**src/rtl/fifo_ctrl_sync_if.sv**
```systemverilog
// Control bundle between a FIFO user and the fifo_ctrl_sync pointer controller.
// The master side issues requests; the slave side (the controller) returns
// accepts, RAM addresses, pointers, occupancy and status flags.
interface fifo_ctrl_sync_if #(
  parameter int unsigned ADDR_WIDTH = 4
);
  logic                  wr_en;
  logic                  rd_en;
  logic                  flush;
  logic                  err_clr;
  logic                  wr_accept;
  logic                  rd_accept;
  logic [ADDR_WIDTH-1:0] wr_addr;
  logic [ADDR_WIDTH-1:0] rd_addr;
  logic [ADDR_WIDTH:0]   wr_ptr;
  logic [ADDR_WIDTH:0]   rd_ptr;
  logic [ADDR_WIDTH:0]   count;
  logic                  full;
  logic                  empty;
  logic                  almost_full;
  logic                  almost_empty;
  logic                  overflow;
  logic                  underflow;

  modport master (
    output wr_en, rd_en, flush, err_clr,
    input  wr_accept, rd_accept, wr_addr, rd_addr, wr_ptr, rd_ptr, count,
           full, empty, almost_full, almost_empty, overflow, underflow
  );

  modport slave (
    input  wr_en, rd_en, flush, err_clr,
    output wr_accept, rd_accept, wr_addr, rd_addr, wr_ptr, rd_ptr, count,
           full, empty, almost_full, almost_empty, overflow, underflow
  );
endinterface

```
**src/rtl/fifo_ctrl_sync.sv**
```systemverilog
// Single-clock FIFO pointer controller for an external dual-port RAM.
// Tracks write/read pointers (with wrap bit), occupancy, programmable
// almost-full/almost-empty thresholds, sticky overflow/underflow flags and a
// synchronous flush. Reset is asynchronous, active-low.
module fifo_ctrl_sync #(
  parameter int unsigned ADDR_WIDTH = 4,
  parameter int unsigned AF_THRESH  = 14,
  parameter int unsigned AE_THRESH  = 2
) (
  input logic              clk,
  input logic              rst,
  fifo_ctrl_sync_if.slave  bus
);
  localparam int unsigned         DEPTH   = 1 << ADDR_WIDTH;
  localparam logic [ADDR_WIDTH:0] DEPTH_C = (ADDR_WIDTH+1)'(DEPTH);
  localparam logic [ADDR_WIDTH:0] AF_C    = (ADDR_WIDTH+1)'(AF_THRESH);
  localparam logic [ADDR_WIDTH:0] AE_C    = (ADDR_WIDTH+1)'(AE_THRESH);

  logic [ADDR_WIDTH:0] wr_ptr_q;
  logic [ADDR_WIDTH:0] rd_ptr_q;
  logic [ADDR_WIDTH:0] count_q;
  logic                overflow_q;
  logic                underflow_q;

  logic full_c;
  logic empty_c;
  logic wr_acc_c;
  logic rd_acc_c;
  logic ovf_set_c;
  logic unf_set_c;

  // Status decode and request qualification from registered state.
  always_comb begin
    full_c    = (count_q == DEPTH_C);
    empty_c   = (count_q == '0);
    wr_acc_c  = bus.wr_en & ~full_c  & ~bus.flush;
    rd_acc_c  = bus.rd_en & ~empty_c & ~bus.flush;
    ovf_set_c = bus.wr_en & full_c  & ~bus.flush;
    unf_set_c = bus.rd_en & empty_c & ~bus.flush;
  end

  // Pointer and occupancy registers; flush overrides any accepted request.
  always_ff @(posedge clk or negedge rst) begin
    if (!rst) begin
      wr_ptr_q <= '0;
      rd_ptr_q <= '0;
      count_q  <= '0;
    end else if (bus.flush) begin
      wr_ptr_q <= '0;
      rd_ptr_q <= '0;
      count_q  <= '0;
    end else begin
      if (wr_acc_c) wr_ptr_q <= wr_ptr_q + 1'b1;
      if (rd_acc_c) rd_ptr_q <= rd_ptr_q + 1'b1;
      if (wr_acc_c && !rd_acc_c)      count_q <= count_q + 1'b1;
      else if (rd_acc_c && !wr_acc_c) count_q <= count_q - 1'b1;
    end
  end

  // Sticky error flags; a new error in the clearing cycle keeps the flag set.
  always_ff @(posedge clk or negedge rst) begin
    if (!rst) begin
      overflow_q  <= 1'b0;
      underflow_q <= 1'b0;
    end else begin
      if (ovf_set_c)        overflow_q  <= 1'b1;
      else if (bus.err_clr) overflow_q  <= 1'b0;
      if (unf_set_c)        underflow_q <= 1'b1;
      else if (bus.err_clr) underflow_q <= 1'b0;
    end
  end

  assign bus.wr_accept    = wr_acc_c;
  assign bus.rd_accept    = rd_acc_c;
  assign bus.wr_addr      = wr_ptr_q[ADDR_WIDTH-1:0];
  assign bus.rd_addr      = rd_ptr_q[ADDR_WIDTH-1:0];
  assign bus.wr_ptr       = wr_ptr_q;
  assign bus.rd_ptr       = rd_ptr_q;
  assign bus.count        = count_q;
  assign bus.full         = full_c;
  assign bus.empty        = empty_c;
  assign bus.almost_full  = (count_q >= AF_C);
  assign bus.almost_empty = (count_q <= AE_C);
  assign bus.overflow     = overflow_q;
  assign bus.underflow    = underflow_q;
endmodule

```
**src/flat_wrapper.sv**
```systemverilog
// flat-port wrapper written by rule: the top's interface ports become plain ports
module fifo_ctrl_sync_flat 
#(
  parameter int unsigned ADDR_WIDTH = 4,
  parameter int unsigned AF_THRESH  = 14,
  parameter int unsigned AE_THRESH  = 2
)
  (clk, rst, bus_wr_en, bus_rd_en, bus_flush, bus_err_clr, bus_wr_accept, bus_rd_accept, bus_wr_addr, bus_rd_addr, bus_wr_ptr, bus_rd_ptr, bus_count, bus_full, bus_empty, bus_almost_full, bus_almost_empty, bus_overflow, bus_underflow);
  fifo_ctrl_sync_if #(.ADDR_WIDTH(ADDR_WIDTH)) bus_i ();
  input logic clk;
  input logic rst;
  input wire logic [$bits(bus_i.wr_en)-1:0] bus_wr_en;
  input wire logic [$bits(bus_i.rd_en)-1:0] bus_rd_en;
  input wire logic [$bits(bus_i.flush)-1:0] bus_flush;
  input wire logic [$bits(bus_i.err_clr)-1:0] bus_err_clr;
  output wire logic [$bits(bus_i.wr_accept)-1:0] bus_wr_accept;
  output wire logic [$bits(bus_i.rd_accept)-1:0] bus_rd_accept;
  output wire logic [$bits(bus_i.wr_addr)-1:0] bus_wr_addr;
  output wire logic [$bits(bus_i.rd_addr)-1:0] bus_rd_addr;
  output wire logic [$bits(bus_i.wr_ptr)-1:0] bus_wr_ptr;
  output wire logic [$bits(bus_i.rd_ptr)-1:0] bus_rd_ptr;
  output wire logic [$bits(bus_i.count)-1:0] bus_count;
  output wire logic [$bits(bus_i.full)-1:0] bus_full;
  output wire logic [$bits(bus_i.empty)-1:0] bus_empty;
  output wire logic [$bits(bus_i.almost_full)-1:0] bus_almost_full;
  output wire logic [$bits(bus_i.almost_empty)-1:0] bus_almost_empty;
  output wire logic [$bits(bus_i.overflow)-1:0] bus_overflow;
  output wire logic [$bits(bus_i.underflow)-1:0] bus_underflow;
  assign bus_i.wr_en = bus_wr_en;
  assign bus_i.rd_en = bus_rd_en;
  assign bus_i.flush = bus_flush;
  assign bus_i.err_clr = bus_err_clr;
  assign bus_wr_accept = bus_i.wr_accept;
  assign bus_rd_accept = bus_i.rd_accept;
  assign bus_wr_addr = bus_i.wr_addr;
  assign bus_rd_addr = bus_i.rd_addr;
  assign bus_wr_ptr = bus_i.wr_ptr;
  assign bus_rd_ptr = bus_i.rd_ptr;
  assign bus_count = bus_i.count;
  assign bus_full = bus_i.full;
  assign bus_empty = bus_i.empty;
  assign bus_almost_full = bus_i.almost_full;
  assign bus_almost_empty = bus_i.almost_empty;
  assign bus_overflow = bus_i.overflow;
  assign bus_underflow = bus_i.underflow;
  fifo_ctrl_sync #(.ADDR_WIDTH(ADDR_WIDTH), .AF_THRESH(AF_THRESH), .AE_THRESH(AE_THRESH)) u_core (.clk(clk), .rst(rst), .bus(bus_i));
endmodule
```
**config.mk**
```make
export PLATFORM = sky130hd
export DESIGN_NAME = fifo_ctrl_sync_flat
export DESIGN_NICKNAME = d
export VERILOG_FILES = /design/src/rtl/fifo_ctrl_sync_if.sv /design/src/rtl/fifo_ctrl_sync.sv /design/src/flat_wrapper.sv
export SDC_FILE = /design/constraint.sdc
export NUM_CORES = 1
export LEC_CHECK = 0
export CELL_PAD_IN_SITES_DETAIL_PLACEMENT = 1
export CELL_PAD_IN_SITES_GLOBAL_PLACEMENT = 2
export CORE_MARGIN = 3
export CORE_UTILIZATION = 28
export DETAILED_ROUTE_END_ITERATION = 12
export PLACE_DENSITY_LB_ADDON = 0.1
export SETUP_SLACK_MARGIN = 0.3
export SYNTH_ARGS = -nofsm -noshare
export SYNTH_HDL_FRONTEND = slang
export SYNTH_SLANG_ARGS = --single-unit
```
**constraint.sdc**
```tcl
create_clock -name clk -period 5.1 [get_ports clk]
set_input_delay 0.765 -clock clk [delete_from_list [all_inputs] [get_ports clk]]
set_output_delay 0.765 -clock clk [all_outputs]
set_load 0.005 [all_outputs]
```
; ---- Word level (Yosys, flattened, before mapping)
; Cells that the tools add are included.
[word_totals]
reg_bits = 17
in_bits = 6
output_inout_bits = 31
[classes]
add_sub_neg = 4
bitwise_logic = 11
eq_ne = 1
n_mux = 10
n_reduce_logical = 10
n_lt_le_gt_ge = 2
[op_table]
columns = op, n
row1 = $mux W5, 7
row2 = $add A5 B1 Y5 const B, 3
row3 = $and A1 B1 Y1, 8
row4 = $reduce_bool A2 Y1, 4
row5 = $eq A5 B5 Y1 const B, 1
row6 = $ge A5 B4 Y1 const B, 1
row7 = $le A5 B2 Y1 const B, 1
row8 = $logic_not A5 Y1, 1
row9 = $sub A5 B1 Y5 const B, 1
row10 = $mux W1, 3
row11 = $not A1 Y1, 3
row12 = $reduce_bool A3 Y1, 1
row13 = $logic_and A1 B1 Y1, 2
row14 = $logic_not A1 Y1, 2

; ---- Longest topological paths before layout
[logic_depth]
word_depth = 9
depth_mapped = 11

; ---- Worst setup path before layout
; No wires, ideal clock.
[synth_timing]
path_type = input -> register
from = in bus_wr_en
to = reg u_core.count_q[4] (netlist: u_core.bus.count[4])
path_buffers = 1
required_ps = 4966
cell_stages = 9
setup_slack_ps = 2410
t_arrival_ps = 2556
path_cell_list = clkbuf_1 > inv_1 > nor3_1 > nand2_1 > ha_1 > a21oi_1 > and2_1 > mux2i_1 > a31oi_1
[synth_via]
elab_chain_len = 5
word_cells_on_any_way = 8
[synth_rtl]
columns = element, line
row1 = start: declaration, flat_wrapper.sv:12  ; input wire logic [$bits(bus_i.wr_en)-1:0] bus_wr_en;
row2 = $and A1 B1 Y1 * (2 in series), fifo_ctrl_sync.sv:36  ; wr_acc_c = bus.wr_en & ~full_c & ~bus.flush;
row3 = named net bus_wr_accept, flat_wrapper.sv:16  ; output wire logic [$bits(bus_i.wr_accept)-1:0] bus_wr_accept;
row4 = $logic_and A1 B1 Y1 or $logic_not A1 Y1 (tied branches), "fifo_ctrl_sync.sv:55, fifo_ctrl_sync.sv:56"
row5 = $mux W5 or $logic_and A1 B1 Y1 (tied branches), "fifo_ctrl_sync.sv:55, fifo_ctrl_sync.sv:56"
row6 = $mux W5 or $reduce_bool A3 Y1 (tied branches), --
row7 = end signal: assignment, fifo_ctrl_sync.sv:55  ; if (wr_acc_c && !rd_acc_c) count_q <= count_q + 1'b1;
row8 = end signal: assignment, fifo_ctrl_sync.sv:56  ; else if (rd_acc_c && !wr_acc_c) count_q <= count_q - 1'b1;
row9 = end: declaration, fifo_ctrl_sync.sv:21  ; logic [ADDR_WIDTH:0] count_q;
; Mark *: on every way through the listed nets, which the timed path passes. The rest lies on a longest branch.
; A chain may end at the register's enable or synchronous reset.

; ---- Worst setup path after layout
[layout_timing]
from = in bus_wr_en
to = out bus_wr_accept
[layout_via]
elab_chain_len = 2
[layout_rtl]
columns = element, line
row1 = $and A1 B1 Y1 (2 in series), fifo_ctrl_sync.sv:36
row2 = end: declaration, flat_wrapper.sv:16
; Every way passes these cells.

==> metrics.cfg <==
[synthesis]
syn-num-nets=137
synth-edff-count=0
synth-seq-area-share_pct=37.49
synthTopCellsByArea=dfrtp_1 (37%), ha_1 (6.6%), a21oi_1 (5.7%), buf_4 (5.3%), nor2_1 (5.3%)
synth_cell_types=35
synth_warnings=0
synth_most_common_cell=dfrtp_1
syn_inst=124
synth_top_area_share_pct=37.49
synthTopCellsByCount=dfrtp_1 (17), nor2_1 (16), a21oi_1 (13), buf_4 (8)
ys_ff_latch=17
syn-cell-area_um2=1135
synth.avg_cell_area_um2=9.152
synth_top_cell_by_area=dfrtp_1
async_flop_share_pct=100.0
ys.flop_type=dfrtp_1

[clock_tree]
cts_tree=built
cts_buffer_depth=2
hold_buffers=0
clkSlewWorstSetupHoldPaths_ps=70
htreeDepth=1
cts.repair.resized=0
post_cts_buffers=0
cts_buffers=3
clock-sinks=17
root_buffer=clkbuf_8
clock_latency_ps=250

[timing]
final.min_clock_period_ps=3167
finalHoldViolCount=0
slew_headroom_pct=40.25
setup_viol=0
fmax_ghz=0.3158
finalWorstSetupSlack_ps=1933
finalSetupTns_ps=0
rsz0062_at_grt=false
min_period_over_period_pct=62.10
drv_slew=0
finClkSkew_ps=3.927
worst_pin_slew_ps=888.8

[drt]
vias_per_cell=5.172
ant_nets=0
drt-pass1-iter-count=4
num_vias=1024
drt-wirelength-per-cell_um=16.31
routed_wl_um=3229
drc_errors=0
drt_iter0_drc=83

[grt]
overflow=0
grt_first_pass_wirelength_um=5395
grt_pass1_vias=1100
grt_usage_pct=13.75
grt_start_max_net_pins=19
antenna_found_initial=0

[floorplan]
die_w_um=69.67
num_rows=22
design.die.area_um2=4853
ios=37
die_h_um=69.67
start_util_pct=30.09
core_region_area_um2=3771

[critical_path]
crit_required_ps=4340
ff2ff_path_depth=9
reg2reg_to=u_core.bus.count[4]
path_class=primary input to primary output
startpoint_type=primary input
crit_path_start=bus_wr_en
worstPathArrival_ps=2400
cp_max_fo=10
rrSetupSlack_ps=2170
critPathCaptureType=primary output
crit_end=bus_wr_accept
timing.rr.start=u_core.bus.count[2]

[cells_and_area]
nets=164
num-fill-cells=437
fin_cells=198
drive_above_1_share_pct=5.333
final_util_pct=40.18
area_delta_synth_final_pct=33.52
diodes=0

[hold_path]
min-delay-path-class=flip-flop to flip-flop

[power]
power_density_nw_per_um2=446.9
irDropWorstVdd_mv=0.1877
leakagePower_uw=0.0006232

[place]
place.gp.congestion=0.7952
dp.cells=194
post-place-ws_ps=1812
hpwl_um=2361
portBuffers=36

[run_status]
status=finished clean

[flow_run]
cap_violations=0

## cell usage in the layout (no fill, tap or decap), types with 2 or more instances in the layout
master           instances
xnor2_1                  6
dfrtp_1                 17
a31oi_1                  2
a211oi_1                 2
nor2_1                  16
xor2_1                   3
inv_1                    5
nor3_1                   2
ha_1                     6
o211ai_1                 2
o21ai_0                  4
clkdlybuf4s50_1         36
mux2i_1                  3
nand2_1                  2
clkbuf_8                 3
nand3_1                  6
nand4_1                  3
a32o_1                   2
a21oi_1                 13
## cell families after synthesis
logic type / after synthesis / synth area share [%]
simple gates: 35 / 15.33
compound gates: 33 / 19.29
buf+inv: 20 / 9.923
flops: 17 / 37.49
xor+xnor: 9 / 6.946
fa+ha+maj: 7 / 8.379
mux: 3 / 2.646
## layer usage
layer	global-route usage (%)	vias to the layer above	part of all wire, %
li1	-	489	-
met1	18.60	503	50
met2	22.03	28	46
met3	2.174	4	2.8
met4	5.106	0	1.2
met5	0	-	0
## worst min path at each step
stage | startpoint | endpoint | slack, ps | cells after the start
after floorplan | rst | u_core.bus.count[0] | 470 | 0
after global placement | u_core.bus.underflow | u_core.bus.underflow | 490 | 1
after detailed placement | u_core.bus.overflow | u_core.bus.overflow | 480 | 1
after CTS | u_core.bus.overflow | u_core.bus.overflow | 510 | 1
after global routing | u_core.bus.underflow | u_core.bus.underflow | 520 | 1
final | u_core.bus.underflow | u_core.bus.underflow | 500 | 1
## flip-flops by register name, summed over array words and instances, names as in the netlist
name                  cells
u_core.bus.rd_ptr         5
u_core.bus.wr_ptr         5
u_core.bus.count          5
u_core.bus.overflow       1
u_core.bus.underflow      1
## critical path, cell delays in order
cell             delay (ps)
clkdlybuf4s50_1         680
inv_1                   150
nor3_1                  260
clkdlybuf4s50_1         540
## final cells by class
class                           count  area, um^2  area share [%]
Clock inverter                      1       5.005          0.3303
Multi-Input combinational cell     87       596.8           39.39
Inverter                            5       18.77           1.239
Timing Repair Buffer               37       367.9           24.28
Tap cell                           48       60.06           3.964
Clock buffer                        3       41.29           2.725
Sequential cell                    17       425.4           28.08
## power by group
group / switching [uW] / internal, uW
clock network: 49.6 / 54.3
logic: 167 / 186
registers: 58.2 / 162
## per-stage QoR
step                      area, um^2  hold slack, ps  total power [uW]
after floorplan                 1135           469.4             421.6
after global placement          1469           489.4             572.5
after detailed placement        1469           482.9             576.6
after CTS                       1515           506.9             686.6
after global routing            1515           524.5             732.6
final                           1515           503.4             677.2
(Power assumes the default switching activity.)
